[src/rtl/result_serializer.sv]
// Buffers decoder results in a small FIFO and streams each one to the host
// as a header byte, optionally followed by the 4 nonce bytes MSB first.
module result_serializer #(
    parameter int unsigned FIFO_DEPTH = 2,
    parameter logic [7:0]  HDR_FOUND  = 8'hA5,
    parameter logic [7:0]  HDR_NONE   = 8'h5A
) (
    input  logic                                 clk,
    input  logic                                 rst,
    input  logic                                 valid_i,
    input  logic                                 success_i,
    input  logic [31:0]                          nonce_i,
    input  logic                                 ready_i,
    output logic                                 valid_o,
    output logic [7:0]                           data_o,
    output logic                                 overflow_o,
    output logic [$clog2(FIFO_DEPTH+1)-1:0]      fifo_count_o,
    output logic [15:0]                          frame_cnt_o
);

    localparam int unsigned CNT_W   = $clog2(FIFO_DEPTH + 1);
    localparam int unsigned PTR_W   = (FIFO_DEPTH > 1) ? $clog2(FIFO_DEPTH) : 1;
    localparam int unsigned ENTRY_W = 33;

    typedef enum logic [2:0] {
        IDLE = 3'd0,
        HDR  = 3'd1,
        B3   = 3'd2,
        B2   = 3'd3,
        B1   = 3'd4,
        B0   = 3'd5
    } state_t;

    state_t             state;
    logic [ENTRY_W-1:0] mem [FIFO_DEPTH];
    logic [PTR_W-1:0]   wr_ptr;
    logic [PTR_W-1:0]   rd_ptr;
    logic               frame_success;
    logic [31:0]        frame_nonce;

    logic               accept_c;
    logic               frame_done_c;
    logic               fifo_empty_c;
    logic               fifo_full_c;
    logic               pop_c;
    logic               push_c;
    logic [ENTRY_W-1:0] head_c;

    function automatic logic [PTR_W-1:0] ptr_inc(input logic [PTR_W-1:0] p);
        return (p == PTR_W'(FIFO_DEPTH - 1)) ? '0 : p + PTR_W'(1);
    endfunction

    // Handshake, frame completion and FIFO push/pop decisions for this cycle.
    always_comb begin
        accept_c     = valid_o && ready_i;
        frame_done_c = accept_c && (((state == HDR) && !frame_success) || (state == B0));
        fifo_empty_c = (fifo_count_o == '0);
        fifo_full_c  = (fifo_count_o == CNT_W'(FIFO_DEPTH));
        pop_c        = !fifo_empty_c && ((state == IDLE) || frame_done_c);
        push_c       = valid_i && (!fifo_full_c || pop_c);
        head_c       = mem[rd_ptr];
    end

    // Storage is not reset; the pointers and count define what is valid.
    always_ff @(posedge clk) begin
        if (push_c) begin
            mem[wr_ptr] <= {success_i, nonce_i};
        end
    end

    always_ff @(posedge clk) begin
        if (!rst) begin
            state         <= IDLE;
            wr_ptr        <= '0;
            rd_ptr        <= '0;
            fifo_count_o  <= '0;
            overflow_o    <= 1'b0;
            frame_cnt_o   <= 16'd0;
            frame_success <= 1'b0;
            frame_nonce   <= 32'd0;
            valid_o       <= 1'b0;
            data_o        <= 8'd0;
        end else begin
            if (push_c) begin
                wr_ptr <= ptr_inc(wr_ptr);
            end
            if (pop_c) begin
                rd_ptr <= ptr_inc(rd_ptr);
            end
            case ({push_c, pop_c})
                2'b10:   fifo_count_o <= fifo_count_o + CNT_W'(1);
                2'b01:   fifo_count_o <= fifo_count_o - CNT_W'(1);
                default: fifo_count_o <= fifo_count_o;
            endcase
            if (valid_i && fifo_full_c && !pop_c) begin
                overflow_o <= 1'b1;
            end
            if (frame_done_c) begin
                frame_cnt_o <= frame_cnt_o + 16'd1;
            end

            // Loading a new frame takes priority so frames run back-to-back.
            if (pop_c) begin
                frame_success <= head_c[32];
                frame_nonce   <= head_c[31:0];
                state         <= HDR;
                valid_o       <= 1'b1;
                data_o        <= head_c[32] ? HDR_FOUND : HDR_NONE;
            end else if (frame_done_c) begin
                state   <= IDLE;
                valid_o <= 1'b0;
                data_o  <= 8'd0;
            end else if (accept_c) begin
                case (state)
                    HDR: begin
                        state  <= B3;
                        data_o <= frame_nonce[31:24];
                    end
                    B3: begin
                        state  <= B2;
                        data_o <= frame_nonce[23:16];
                    end
                    B2: begin
                        state  <= B1;
                        data_o <= frame_nonce[15:8];
                    end
                    B1: begin
                        state  <= B0;
                        data_o <= frame_nonce[7:0];
                    end
                    default: state <= state;
                endcase
            end
        end
    end

endmodule

[config.mk]
export PLATFORM = sky130hd
export DESIGN_NAME = result_serializer
export DESIGN_NICKNAME = d
export VERILOG_FILES = /design/src/rtl/result_serializer.sv
export SDC_FILE = /design/constraint.sdc
export NUM_CORES = 1
export LEC_CHECK = 0
export ABC_CLOCK_PERIOD_IN_PS = 5650
export CAP_MARGIN = 0
export CELL_PAD_IN_SITES_DETAIL_PLACEMENT = 0
export CELL_PAD_IN_SITES_GLOBAL_PLACEMENT = 1
export CORE_UTILIZATION = 48
export DETAILED_ROUTE_END_ITERATION = 6
export PLACE_DENSITY_LB_ADDON = 0.1
export SYNTH_ARGS = -nofsm -noshare
export SYNTH_HDL_FRONTEND = slang
export SYNTH_SLANG_ARGS = --single-unit
[constraint.sdc]
create_clock -name clk -period 5.65 [get_ports clk]
set_clock_uncertainty 0.1 [all_clocks]
set_input_delay 0.565 -clock clk [delete_from_list [all_inputs] [get_ports clk]]
set_output_delay 0.565 -clock clk [all_outputs]
set_load 0.02 [all_outputs]
# [After elaboration in Yosys (flattened, before gate mapping)]
# Memories as Yosys holds them, arrays and structs flattened. A register that Yosys moved wholly into a read port is not among the register bits.
# Index checks and enable logic that the tools add are counted.
[totals] reg_bits=66 ram_bits=66 inputBits=37 output_inout_bits=28 wordCells=68 mem_count=1
[op_classes] n_addsub=5 n_eq_ne=8 mux=18 n_bitwise=1 n_reduce_logical=24
[mem_list] name="mem" depth=2 word_bits=33 read_ports=1 rd_clocked_by_memory_dff=1 write_ports=1 line_no="35" source="logic [ENTRY_W-1:0] mem [FIFO_DEPTH];"
[op_table] op="$mux W8" count=4
[op_table] op="$pmux W8 S4" count=1
[op_table] op="$add A16 B1 Y16 const B" count=1
[op_table] op="$pmux W3 S4" count=1
[op_table] op="$mux W1" count=11
[op_table] op="$logic_and A1 B1 Y1" count=7
[op_table] op="$eq A3 B2 Y1 const B" count=2
[op_table] op="$eq A3 B3 Y1 const B" count=2
[op_table] op="$reduce_bool A6 Y1" count=1
[op_table] op="$eq A2 B2 Y1 const B" count=2
[op_table] op="$logic_not A1 Y1" count=4
[op_table] op="$pmux W2 S2" count=1
[op_table] op="$reduce_and A2 Y1" count=2
[op_table] op="$reduce_bool A2 Y1" count=2
[op_table] op="$reduce_bool A4 Y1" count=1
[op_table] op="$eq A3 B1 Y1 const B" count=1
[op_table] op="$logic_not A3 Y1" count=1
[op_table] op="$logic_or A1 B1 Y1" count=3
[op_table] op="$reduce_bool A3 Y1" count=1
[op_table] op="$reduce_or A3 Y1" count=1
[op_table] op="$add A1 B1 Y1 const B" count=2
[op_table] op="$add A2 B1 Y2 const B" count=1
[op_table] op="$eq A2 B1 Y1 const B" count=1
[op_table] op="$logic_not A2 Y1" count=1
[op_table] op="2 further kinds" count=2

# [Depth between registers and ports, before layout]
[logic_depth] depth_word=10 ltp_mapped=8 ltp_nobuf=5

# [Least setup slack after synthesis]
# OpenSTA, ideal clock, no wires.
[synth_timing] path_kind="input to register" from="input ready_i" to="memory mem[0][0], enable pin" setup_ns=0.423 arrival_time_ns=2.462 required_ns=5.127 setup_slack_ns=2.665 path_stages=5 path_buffers=0 path_cell_list="nand2_2 > o21ai_2 > a211o_1 > nand2_1 > nor2_1"
[synth_between] elab_chain_cells=8
[synth_lines] element="start, declared" line_no="13" source="input logic ready_i,"
[synth_lines] element="$logic_and A1 B1 Y1" line_no="55" source="accept_c = valid_o && ready_i;"
[synth_lines] element="$logic_and A1 B1 Y1" line_no="56" source="frame_done_c = accept_c && (((state == HDR) && !frame_success) || (state == B0));"
[synth_lines] element="$logic_or A1 B1 Y1" line_no="59" source="pop_c = !fifo_empty_c && ((state == IDLE) || frame_done_c);"
[synth_lines] element="$logic_and A1 B1 Y1" line_no="59"
[synth_lines] element="$logic_or A1 B1 Y1" line_no="60" source="push_c = valid_i && (!fifo_full_c || pop_c);"
[synth_lines] element="$logic_and A1 B1 Y1" line_no="60"
[synth_lines] element="$mux W1" line_no="66" source="if (push_c) begin"
[synth_lines] element="$mux W1 (not written as such)" line_no="67" source="mem[wr_ptr] <= {success_i, nonce_i};"
[synth_lines] element="end, declared" line_no="35"
# No other way between the ends.

==> impl_metrics.ini <==
[outcome]
outcome = completed

[routing]
postRouteAntennaNets = 0
drtIter0Drc = 199
met3WireLength_um = 397
dr.pass1.iters = 4
wl_per_cell_um = 15.68
drcViolationCount = 0
via_per_inst = 5.396
num_vias = 3545
drt-met1-wl_mm = 4.493
maxUsedRoutingLayer = met4
wl_mm = 10.30
wl_met2_mm = 5.201

[placement]
placed_area_um2 = 6223
io_buffers = 64
finalWeightedCongestion = 0.7904
hpwlAfterDp_mm = 6.888
dp_cells = 625

[clock_network]
clk_latency_ns = 0.41
cts.clk_slew.worst_paths_ns = 0.06
cts_resized = 0
holdBufCountCts = 0
cts_buffer_depth = 2
clock_sinks = 133
cts_max_level = 4
cts_tree = built
cts_setup_buffers = 0
clock-root-buffer = clkbuf_16
cts_made_buffers = 17

[final_layout]
diodes = 0
drive_gt1_share_pct = 16.05
design_area_um2 = 6803
fin_cells = 657
fin_util_pct = 61.67
nets = 542
areaGrowthSynthToFinish_pct = 23.15

[sta]
post-route-period-util_pct = 52.68
maxSlewViolCount = 0
hold_violations = 0
rsz0062_at_grt = false
slew_headroom_pct = 33.35
worst_pin_slew_ns = 0.9984
max_freq_ghz = 0.3359
setup_tns_ns = 0
finalSetupViolations = 0
fin_crit_ns = 2.977

[yosys]
synth.area.top_cells = edfxtp_1 36%, dfxtp_1 24%, mux2i_1 8.0%
synth_area_per_cell_um2 = 12.47
synth-edff-count = 66
ys.flop_type = dfxtp_1
synth_cells = 443
postSynthRegisterBits = 133
synth_commonest_cells = 67 x dfxtp_1, 66 x edfxtp_1, 57 x nor2_1
yosysTopAreaCell = edfxtp_1
netlist_area_um2 = 5524
syn-num-nets = 481
async_flop_share_pct = 0
synth_cell_types = 50
seq_area_frac_synth_pct = 60.16
synth_most_common_cell = dfxtp_1
yosys.area.top_type_share_pct = 35.88
yosysWarnings = 0

[pwr]
p_leak_nw = 2.295
max-vdd-ir-drop_v = 0.0003009
p_per_area_nw_per_um2 = 367.6
total_power_mw = 2.501

[worst_setup_path]
crit_slowest_cell = dfxtp_1
cp_top_family = simple AND/OR/NAND/NOR gates
worstSetupStartpointType = register
critPathArrivalTime_ns = 3.14
worstPathCellList = nor2b_4 > nor2_2 > and3_2 > buf_4 > xnor2_1 > nor2_1
required_ns = 5.81
cp-end-kind = register
critPathKind = reg2reg
max_stage_delay_ns = 0.97
worstPathMaxFanout = 35
path_buf_inv = 1

[grt]
grt_overflow = 0
grt_first_pass_wirelength_mm = 16.68
antenna_found_initial = 0
grt_usage_pct = 19.00
grt_pass1_vias = 3355
grt_max_degree = 55

[floorplanning]
die_height_um = 109.3
ios = 65
dieArea_um2 = 11940
core_area_um2 = 11030
die_width_um = 109.3
start_util_pct = 50.08
fp-row-count = 38

[flow_run]
cap_viol_max_count = 0

[hold_path]
hold_path.class = reg2reg
-- power by group --
part	total, mW	internal (mW)	switching, mW
sequential	1.15	1.09	0.0557
clock	1.06	0.697	0.366
combinational	0.293	0.134	0.159
-- cell usage in the layout, fill, tap and decap left out, drive strengths merged --
master | Yosys | routed
edfxtp | 66 | 66
o21a | 3 | 3
nor4 | 3 | 3
nand2b | 3 | 3
or3 | 1 | 1
o31ai | 1 | 1
and2 | 2 | 2
nor3b | 1 | 1
clkdlybuf4s50 | 0 | 64
nor2b | 10 | 10
nand3 | 8 | 8
dfxtp | 67 | 67
a211oi | 41 | 41
inv | 7 | 7
a21boi | 2 | 2
buf | 16 | 5
a31oi | 2 | 2
nand4 | 5 | 5
mux2i | 44 | 44
ha | 1 | 1
bufinv | 0 | 2
a211o | 1 | 1
or2 | 1 | 1
o22ai | 8 | 8
nor3 | 9 | 9
xor2 | 5 | 5
xnor2 | 11 | 11
nor2 | 58 | 58
a21oi | 13 | 13
clkinv | 1 | 4
a32oi | 1 | 1
and4 | 1 | 1
clkbuf | 11 | 27
and3 | 3 | 3
nand2 | 15 | 15
o21ai | 21 | 21
o2111a | 1 | 1
-- worst paths after layout --
path	start	end	slack [ns]	cells past startpoint
hold reg to reg	overflow_o	overflow_o	0.38	2
hold / removal	overflow_o	overflow_o	0.38	2
setup reg to reg	state[0]	register	2.67	6
setup / recovery	state[0]	register	2.67	6
-- tightest hold or removal path: stages, from the launching register on --
cell     delay, ns
dfxtp_1       0.33
a31oi_1       0.04
nor2_1        0.07
-- kinds of logic after synthesis --
group                      count (synthesis)  synth area share, %
DFF                                      133                60.16
and+or+nand+nor                          120                10.92
AOI/OAI and AO/OA                         94                14.72
muxes                                     44                7.973
buffers and inverters                     35                3.465
xor gates and xnor gates                  16                2.537
adders and majority gates                  1               0.2265
-- flip-flops by register name, indices dropped and copies added (netlist names), named ones only --
signal         flops
overflow_o         1
rd_ptr             1
valid_o            1
mem               66
frame_cnt_o       16
state              3
fifo_count_o       2
data_o             8
frame_nonce       32
frame_success      1
wr_ptr             1
-- per-layer routing --
| layer | global-route usage, % | vias up |
|---|---|---|
| li1 | - | 1751 |
| met1 | 22.76 | 1695 |
| met2 | 31.72 | 83 |
| met3 | 5.260 | 16 |
| met4 | 8.762 | 0 |
| met5 | 0 | - |
-- stage by stage --
stage                     setup WS (ns)  hold slack [ns]
final                             2.673           0.3777
after global routing              2.401           0.4067
after CTS                         2.687           0.3848
after detailed placement          2.500           0.3724
after global placement            2.556           0.3654
after floorplan                   2.665           0.3514
-- layout make-up --
cell class              instances  area [um2]
flip-flops and latches        133        3324
inverters                       8       30.03
clock buffers                  27       504.2
well taps                     140       175.2
repair buffers                 69       678.2
fillers                       919        4228
clock inverters                 5       75.07
multi-input cells             275        2016
Power figures use the tool's default switching activity.
